**src/rtl/alu_pkg.sv**
```systemverilog
// Shared opcodes, FSM encoding and decode helpers for the ALU execute controller.
package alu_pkg;

  localparam int DATA_W = 16;
  localparam int ADDR_W = 3;

  localparam logic [3:0] IADD   = 4'b0000;
  localparam logic [3:0] ISUB   = 4'b0001;
  localparam logic [3:0] IAND   = 4'b0010;
  localparam logic [3:0] IOR    = 4'b0011;
  localparam logic [3:0] IXOR   = 4'b0100;
  localparam logic [3:0] ISLL   = 4'b1000;
  localparam logic [3:0] ISLR   = 4'b1001;
  localparam logic [3:0] ISRL   = 4'b1010;
  localparam logic [3:0] ISRA   = 4'b1011;
  localparam logic [3:0] INON   = 4'b1111;
  localparam logic [3:0] OP_CMP = 4'b0110;
  localparam logic [3:0] OP_LI  = 4'b1100;

  localparam int FLG_S = 3;
  localparam int FLG_Z = 2;
  localparam int FLG_C = 1;
  localparam int FLG_V = 0;

  typedef enum logic [1:0] {
    ST_IDLE = 2'd0,
    ST_EXEC = 2'd1,
    ST_WB   = 2'd2
  } state_t;

  typedef enum logic [2:0] {
    K_ALU = 3'd0,
    K_CMP = 3'd1,
    K_LI  = 3'd2,
    K_NOP = 3'd3,
    K_ILL = 3'd4
  } op_kind_t;

  function automatic op_kind_t decode_op(input logic [3:0] op);
    case (op)
      IADD, ISUB, IAND, IOR, IXOR, ISLL, ISLR, ISRL, ISRA: return K_ALU;
      OP_CMP: return K_CMP;
      OP_LI:  return K_LI;
      INON:   return K_NOP;
      default: return K_ILL;
    endcase
  endfunction

endpackage

```
**src/rtl/regfile_8x16.sv**
```systemverilog
// 8x16 register file: two operand read ports, one debug read port, one write port.
module regfile_8x16
  import alu_pkg::*;
(
  input  logic              clk,
  input  logic              rst,
  input  logic              we,
  input  logic [ADDR_W-1:0] waddr,
  input  logic [DATA_W-1:0] wdata,
  input  logic [ADDR_W-1:0] ra_addr,
  input  logic [ADDR_W-1:0] rb_addr,
  input  logic [ADDR_W-1:0] dbg_addr,
  output logic [DATA_W-1:0] ra_data,
  output logic [DATA_W-1:0] rb_data,
  output logic [DATA_W-1:0] dbg_data
);

  logic [DATA_W-1:0] regs [0:(1<<ADDR_W)-1];

  // Reset wins over a same-cycle write so an aborted write-back never lands.
  always_ff @(posedge clk) begin
    if (rst) begin
      for (int i = 0; i < (1<<ADDR_W); i++) begin
        regs[i] <= '0;
      end
    end else if (we) begin
      regs[waddr] <= wdata;
    end
  end

  assign ra_data  = regs[ra_addr];
  assign rb_data  = regs[rb_addr];
  assign dbg_data = regs[dbg_addr];

endmodule

```
**src/rtl/alu_exec_ctrl.sv**
```systemverilog
// Execute controller: issues instructions to the external ALU and writes back
// results and flags. One instruction every three cycles: accept, execute, write back.
module alu_exec_ctrl
  import alu_pkg::*;
(
  input  logic              CLK,
  input  logic              RST,
  input  logic [DATA_W-1:0] INSTR_IN,
  input  logic              INSTR_VALID,
  output logic              INSTR_READY,
  output logic [3:0]        S_ALU,
  output logic [DATA_W-1:0] DATA_A,
  output logic [DATA_W-1:0] DATA_B,
  input  logic [DATA_W-1:0] ALU_OUT,
  input  logic [3:0]        FLAG_IN,
  output logic [3:0]        FLAG_REG,
  output logic              WB_VALID,
  output logic [ADDR_W-1:0] WB_ADDR,
  output logic [DATA_W-1:0] WB_DATA,
  output logic              ERR,
  input  logic [ADDR_W-1:0] RD_ADDR,
  output logic [DATA_W-1:0] RD_DATA
);

  // state   | meaning
  // --------+-----------------------------------------------------------
  // ST_IDLE | ready for an instruction; S_ALU parked at INON
  // ST_EXEC | opcode/operands on the ALU bus; result captured at end
  // ST_WB   | WB_VALID or ERR pulse; register and flag commit at end

  state_t            state_q, state_d;
  op_kind_t          kind_in, kind_q;
  logic [3:0]        op_in;
  logic [ADDR_W-1:0] rd_q;
  logic [DATA_W-1:0] imm_q;
  logic [DATA_W-1:0] ra_data, rb_data;
  logic [3:0]        flag_hold_q;
  logic              flag_upd_q;
  logic              accept, load_ops, capture, commit;
  logic              rf_we;
  logic              instr_unused;

  assign op_in        = INSTR_IN[15:12];
  assign kind_in      = decode_op(op_in);
  assign instr_unused = ^INSTR_IN[2:0];

  assign INSTR_READY = (state_q == ST_IDLE) && !RST;
  assign accept      = INSTR_VALID && INSTR_READY;
  assign rf_we       = commit && WB_VALID;

  always_comb begin
    state_d  = state_q;
    load_ops = 1'b0;
    capture  = 1'b0;
    commit   = 1'b0;
    case (state_q)
      ST_IDLE: begin
        if (accept) begin
          state_d  = ST_EXEC;
          load_ops = 1'b1;
        end
      end
      ST_EXEC: begin
        state_d = ST_WB;
        capture = 1'b1;
      end
      ST_WB: begin
        state_d = ST_IDLE;
        commit  = 1'b1;
      end
      default: state_d = ST_IDLE;
    endcase
  end

  always_ff @(posedge CLK) begin
    if (RST) begin
      state_q     <= ST_IDLE;
      kind_q      <= K_NOP;
      rd_q        <= '0;
      imm_q       <= '0;
      S_ALU       <= INON;
      DATA_A      <= '0;
      DATA_B      <= '0;
      flag_hold_q <= '0;
      flag_upd_q  <= 1'b0;
      FLAG_REG    <= '0;
      WB_VALID    <= 1'b0;
      WB_ADDR     <= '0;
      WB_DATA     <= '0;
      ERR         <= 1'b0;
    end else begin
      state_q  <= state_d;
      WB_VALID <= 1'b0;
      ERR      <= 1'b0;

      if (load_ops) begin
        kind_q <= kind_in;
        rd_q   <= INSTR_IN[11:9];
        imm_q  <= {{(DATA_W-9){INSTR_IN[8]}}, INSTR_IN[8:0]};
        DATA_A <= ra_data;
        DATA_B <= rb_data;
        case (kind_in)
          K_ALU:   S_ALU <= op_in;
          K_CMP:   S_ALU <= ISUB;
          default: S_ALU <= INON;
        endcase
      end

      if (capture) begin
        S_ALU       <= INON;
        ERR         <= (kind_q == K_ILL);
        flag_upd_q  <= (kind_q == K_ALU) || (kind_q == K_CMP);
        flag_hold_q <= FLAG_IN;
        if ((kind_q == K_ALU) || (kind_q == K_LI)) begin
          WB_VALID <= 1'b1;
          WB_ADDR  <= rd_q;
          WB_DATA  <= (kind_q == K_LI) ? imm_q : ALU_OUT;
        end
      end

      if (commit && flag_upd_q) begin
        FLAG_REG <= flag_hold_q;
      end
    end
  end

  regfile_8x16 u_regfile (
    .clk      (CLK),
    .rst      (RST),
    .we       (rf_we),
    .waddr    (WB_ADDR),
    .wdata    (WB_DATA),
    .ra_addr  (INSTR_IN[8:6]),
    .rb_addr  (INSTR_IN[5:3]),
    .dbg_addr (RD_ADDR),
    .ra_data  (ra_data),
    .rb_data  (rb_data),
    .dbg_data (RD_DATA)
  );

endmodule

```
**config.mk**
```make
export PLATFORM = sky130hd
export DESIGN_NAME = alu_exec_ctrl
export DESIGN_NICKNAME = d
export VERILOG_FILES = /design/src/rtl/alu_pkg.sv /design/src/rtl/regfile_8x16.sv /design/src/rtl/alu_exec_ctrl.sv
export SDC_FILE = /design/constraint.sdc
export NUM_CORES = 1
export LEC_CHECK = 0
export CAP_MARGIN = 25
export CORE_MARGIN = 2
export CORE_UTILIZATION = 40
export CTS_CLUSTER_SIZE = 20
export DETAILED_ROUTE_END_ITERATION = 10
export PLACE_DENSITY_LB_ADDON = 0.25
export SLEW_MARGIN = 20
export SYNTH_ARGS = -nofsm -noshare
export SYNTH_HDL_FRONTEND = slang
export SYNTH_SLANG_ARGS = --single-unit
```
**constraint.sdc**
```tcl
create_clock -name CLK -period 2.51 [get_ports CLK]
set_clock_uncertainty 0.2 [all_clocks]
set_input_delay 0.251 -clock CLK [delete_from_list [all_inputs] [get_ports CLK]]
set_output_delay 0.251 -clock CLK [all_outputs]
set_load 0.03 [all_outputs]
```
; ---- Word level (Yosys, flattened, before mapping)
; Memory sizes are Yosys's and may differ from the RTL's. A register that Yosys moved wholly into a read port is not among the register bits.
; Cells that the tools add are included.
[classes]
div_mod_pow = 0
n_eq_ne = 7
muxes = 17
n_reduce_logical = 14
shift = 0
multipliers = 0
order_cmp = 0
bitwise = 1
add_sub_neg = 0
[op_table]
columns = cell, n
row1 = $mux 16, 2
row2 = $reduce_or 16->1, 1
row3 = $mux 1, 11
row4 = $pmux 4 s2, 1
row5 = $eq 3x1->1 const B, 2
row6 = $logic_not 3->1, 2
row7 = $logic_and 1x1->1, 4
row8 = $pmux 2 s2, 1
row9 = $reduce_or 2->1, 2
row10 = $eq 3x2->1 const B, 1
row11 = $eq 3x3->1 const B, 1
row12 = $mux 3, 1
row13 = $eq 2x1->1 const B, 1
row14 = $eq 2x2->1 const B, 1
row15 = $logic_not 2->1, 1
row16 = $logic_or 1x1->1, 2
row17 = $mux 2, 1
row18 = $ne 2x2->1 const B, 1
row19 = $reduce_and 2->1, 1
row20 = $logic_not 1->1, 1
row21 = $not 1->1, 1
[word_totals]
latch_bits = 0
regBits = 51
word_cells = 53
input_bits = 42
ram_bits = 128
memories = 2
romBits = 48
out_inout_bits = 78
[memory_table]
columns = name, depth, width, read_ports, rd_clocked_by_memory_dff, wr, line_no
row1 = u_regfile.regs, 8, 16, 3, 2, 8, regfile_8x16.sv:18  ; logic [DATA_W-1:0] regs [0:(1<<ADDR_W)-1];
row2 = (name not given), 16, 3, 1, 0, 0, alu_pkg.sv:40  ; case (op)

; ---- Depth between registers and ports, before layout
; Gate-level depths: netlist (run 1).
[logic_depth]
word_depth = 8
depth_mapped = 6

; ---- Modules after synthesis
; From an unflattened synthesis (run 1), not the netlist that was laid out.
[unflattened]
cells_unflattened = 841
area_unflattened_um2 = 11058.1
[by_module_without_submodules]
columns = module, instances, cells_per_inst, seq_area_each_um2, area_each_um2
row1 = regfile_8x16, 1, 487, 3843.7, 8020.2
row2 = alu_exec_ctrl, 1, 354, 1661.6, 3037.9

; ---- Worst setup path after synthesis (run 1)
; Ideal clock, no wire load.
[synth_path]
path_kind = flip-flop to flip-flop
start = reg state_q[1]
end = reg kind_q[0]
path_stages_with_launch = 5
arrival_ns = 1.919
path_buffers = 1
period_less_slack_ns = 2.238
path_slack_ns = 0.272
path_cell_list = dfxtp_1 > nor3_1 > nand2_1 > buf_2 > a211o_1
[synth_via]
elab_chain_len = 5
[synth_rtl]
columns = item, line_no
row1 = from (decl), alu_exec_ctrl.sv:31  ; state_t state_q, state_d;
row2 = from (signal assigned), alu_exec_ctrl.sv:92  ; state_q <= state_d;
row3 = $logic_not 2->1, alu_exec_ctrl.sv:47  ; assign INSTR_READY = (state_q == ST_IDLE) && !RST;
row4 = $logic_and 1x1->1, alu_exec_ctrl.sv:47
row5 = named net INSTR_READY, alu_exec_ctrl.sv:10  ; output logic INSTR_READY,
row6 = $logic_and 1x1->1, alu_exec_ctrl.sv:48  ; assign accept = INSTR_VALID && INSTR_READY;
row7 = $mux 1, alu_exec_ctrl.sv:58  ; if (accept) begin
row8 = $mux 1, alu_exec_ctrl.sv:56  ; case (state_q)
row9 = to (signal assigned), alu_exec_ctrl.sv:97  ; kind_q <= kind_in;
row10 = to (decl), alu_exec_ctrl.sv:32  ; op_kind_t kind_in, kind_q;
; The timed path passes the listed nets, and every way through them passes these cells.
; A chain may end at the register's enable or synchronous reset.

; ---- Worst setup path after layout (run 1)
[layout_path]
start = reg state_q[1]
end = out INSTR_READY
[layout_via]
elab_chain_len = 2
[layout_rtl]
columns = item, line_no
row1 = $logic_not 2->1, alu_exec_ctrl.sv:47
row2 = $logic_and 1x1->1, alu_exec_ctrl.sv:47
row3 = to (decl), alu_exec_ctrl.sv:10
; No other way between the ends.

==> results of run 1 <==
cell type report:
class / count / area (sq um) / share of cell area [%]
clock buffer: 34 / 744 / 5.61
clock inverter: 9 / 75.1 / 0.566
inverter: 3 / 11.3 / 0.0849
multi-input combinational: 646 / 4920 / 37.1
sequential: 211 / 5510 / 41.5
tap: 341 / 427 / 3.22
timing repair buffer: 160 / 1580 / 11.9
logic make-up after synthesis:
kind of cell               count (synthesis)  synth area share, %
AOI/OAI and AO/OA                        150                 9.23
adders and majority gates                  2                0.233
buffers and inverters                     68                 3.07
DFF                                      211                 51.2
muxes                                    181                 20.8
and+or+nand+nor                          313                 15.5
stage by stage:
step | util [%] | power [mW] | instance area [sq um] | hold slack [ns]
global placement | 46.7 | 5.15 | 12400 | 0.239
detailed placement | 46.7 | 5.17 | 12400 | 0.244
floorplan | - | 4.69 | 10700 | 0.177
finish | 49.8 | 8.70 | 13300 | 0.0221
global route | 49.8 | 8.99 | 13300 | 0.0245
CTS | 49.8 | 8.74 | 13300 | 0.00125
registers in the layout, indices dropped and copies added (netlist names):
| register | cells |
|---|---|
| DATA_A | 16 |
| DATA_B | 16 |
| ERR | 1 |
| FLAG_REG | 4 |
| S_ALU | 4 |
| WB_ADDR | 3 |
| WB_DATA | 16 |
| WB_VALID | 1 |
| flag_hold_q | 4 |
| flag_upd_q | 1 |
| imm_q | 9 |
| kind_q | 3 |
| rd_q | 3 |
| state_q | 2 |
| u_regfile.regs | 128 |
cell usage in the layout (no fill, tap or decap), types with 17 or more instances in the layout:
master             n
nand2_1           56
nor3_1            33
clkdlybuf4s50_1   99
clkbuf_16         28
mux2_2            17
a22oi_1           64
and2_1           130
edfxtp_1         128
mux4_2            32
mux2i_1          132
dfxtp_1           83
buf_4             48
a21oi_1           57
nor2_1            56
worst max-delay path, cell delays in order, from the launching register on:
cell and delay [ns]:
dfxtp_1 0.36, nor3_1 0.32, clkdlybuf4s50_1 0.74
routing by layer:
metal | part of all wire, % | up-vias
met3 | 8.1 | 52
li1 | - | 3667
met1 | 45 | 3838
met2 | 45 | 364
met5 | 0 | -
met4 | 2.1 | 0
cell usage after synthesis (4+ instances only):
cell      count
mux2i_1     132
and2_1      130
edfxtp_1    128
dfxtp_1      83
a22oi_1      64
a21oi_1      57
nand2_1      57
nor2_1       56
nor3_1       33
mux4_2       32
clkbuf_1     30
mux2_2       17
buf_4        14
buf_2        13
a211oi_1     10
o221ai_1      8
or2_2         8
nor2_2        6
nor2b_1       6
clkbuf_2      5
a22o_1        4
nand2b_1      4
nand3_1       4
o21ai_0       4
power by group through the flow:
stage / sequential [mW] / combinational [mW] / clock, mW
floorplan: 4.07 / 0.619 / 0
global placement: 4.00 / 1.16 / 0
detailed placement: 4.00 / 1.17 / 0
CTS: 3.93 / 1.17 / 3.64
global route: 3.95 / 1.25 / 3.80
finish: 3.93 / 1.17 / 3.60
path summary, 6_finish.rpt:
| check | start | endpoint | slack (ns) |
|---|---|---|---|
| worst max-delay path | state_q[1]$_SDFFE_PP0P_ | INSTR_READY | 0.12 |
| worst min-delay path | INSTR_IN[7] | imm_q[7]$_SDFFE_PP0P_ | 0.02 |
| worst max register to register | state_q[1]$_SDFFE_PP0P_ | u_regfile.regs[0][12]$_SDFFCE_PN0P_ | 0.40 |
| worst min register to register | rd_q[0]$_SDFFE_PP0P_ | WB_ADDR[0]$_SDFFE_PP0P_ | 0.25 |
==> impl_metrics.py, run 1 <==
metrics = {
    "status": {
        "outcome": "finished, final reports clean",
    },
    "global_route": {
        "grt_max_degree": 49,
        "busiest_layer": "met2",
        "met2_usage_pct": 36.8,
        "grt_use_met3_pct": 4.23,
        "use_met1_pct": 32.7,
        "track_usage_pct": 23.1,
        "antenna_found_initial": 0,
        "grt_pass1_vias": 8131,
        "grt.overflow.total": 0,
        "grt_pass1_wl_um": 49800,
    },
    "clocking": {
        "clock_sinks": 211,
        "ctsHtreeMaxLevel": 1,
        "cts_tree": "built",
        "path_clk_slew_ns": 0.06,
        "postCtsSetupBuffers": 0,
        "numCtsBuffers": 24,
        "clk_path_buf_depth": 3,
        "clock_latency_ns": 0.52,
        "cts_root_buf": "clkbuf_16",
        "cts_resized": 0,
        "postCtsHoldBufs": 0,
    },
    "cells_and_area": {
        "n_antenna_cell": 0,
        "fillers": 2380,
        "area_growth_pct": 23.4,
        "drive_above_1_share_pct": 16.1,
        "stdcell_count": 1404,
        "final_nets": 1090,
    },
    "yosys": {
        "yosys.area.top_type": "edfxtp_1",
        "yosysWarnings": 0,
        "synth_area_per_cell_sq_um": 11.6,
        "async_flop_share_pct": 0,
        "synth_cell_types": 38,
        "syn_area_sq_um": 10700,
        "ys.flop_type": "edfxtp_1",
        "ys_seq_area_share_pct": 51.2,
        "synth_edf_count": 128,
        "synth_top_cells_by_area": "edfxtp_1 36%, dfxtp_1 15%, mux2i_1 12%, and2_1 7.6%, mux4_2 6.7%",
        "synthCells": 925,
        "netlist.area_leader.share_pct": 35.8,
        "synth_fp_nets": 969,
        "ys_ff_latch": 211,
    },
    "power": {
        "leakage_nw": 5.14,
        "clockPowerShare_pct": 41.4,
        "seqPwrFrac_pct": 45.1,
        "p_sw_mw": 2.21,
        "ir_worst_vdd_mv": 0.413,
        "comb_power_share_pct": 13.4,
        "netSwitchingFraction_pct": 25.4,
        "intPower_mw": 6.49,
        "power_per_cell_area_nw_per_um2": 656,
    },
    "floorplan": {
        "die-width_um": 168,
        "rows": 60,
        "die_h_um": 168,
        "start_util_pct": 40.3,
        "core-area_sq_um": 26700,
        "ios": 120,
        "die-area_sq_um": 28200,
    },
    "detailed_routing": {
        "ant_nets": 0,
        "wirelength_um": 32400,
        "wl_per_cell_um": 23.0,
        "route.detailed.drc": 0,
        "vias_per_cell": 5.64,
        "dr.pass1.iters": 5,
        "vias": 7921,
        "drt_iter0_markers": 653,
    },
    "sta": {
        "drv_slew": 0,
        "worst_pin_slew_ns": 0.646,
        "setup_tns_ns": 0,
        "setup_viol": 0,
        "final_hold_viol_count": 0,
        "rsz0062_at_grt": "no",
        "finalWorstSetupSlack_ns": 0.119,
        "fmax_mhz": 418,
        "relSlewSlack_pct": 56.9,
        "min_period_over_period_pct": 95.3,
        "fin_crit_ns": 2.39,
    },
    "setup_path": {
        "reg2reg_depth": 4,
        "worst_setup_path_start_kind": "register",
        "cp_max_fo": 6,
        "arrival_ns": 1.94,
        "worst_ep_required_time_ns": 2.06,
        "critPathKind": "register to output port",
        "crit_path_end_kind": "output port",
    },
    "place": {
        "dp_hpwl_um": 20200,
        "place_inst": 1361,
        "gp_congestion": 0.836,
        "preCtsSetupSlack_ns": 0.231,
        "port_buffers": 119,
    },
    "worst_hold_path": {
        "hold_path.class": "input port to register",
        "whs_path_depth": 3,
    },
    "flow_run": {
        "cap_violations": 0,
    },
}
(Power assumes the default switching activity.)
==> run 2: changes to the inputs <==
Settings changed: CTS_CLUSTER_SIZE 20 to unset, SLEW_MARGIN 20 to unset.
==> results of run 2 <==
Final layout, timing and power as in run 1 (identical DEF).
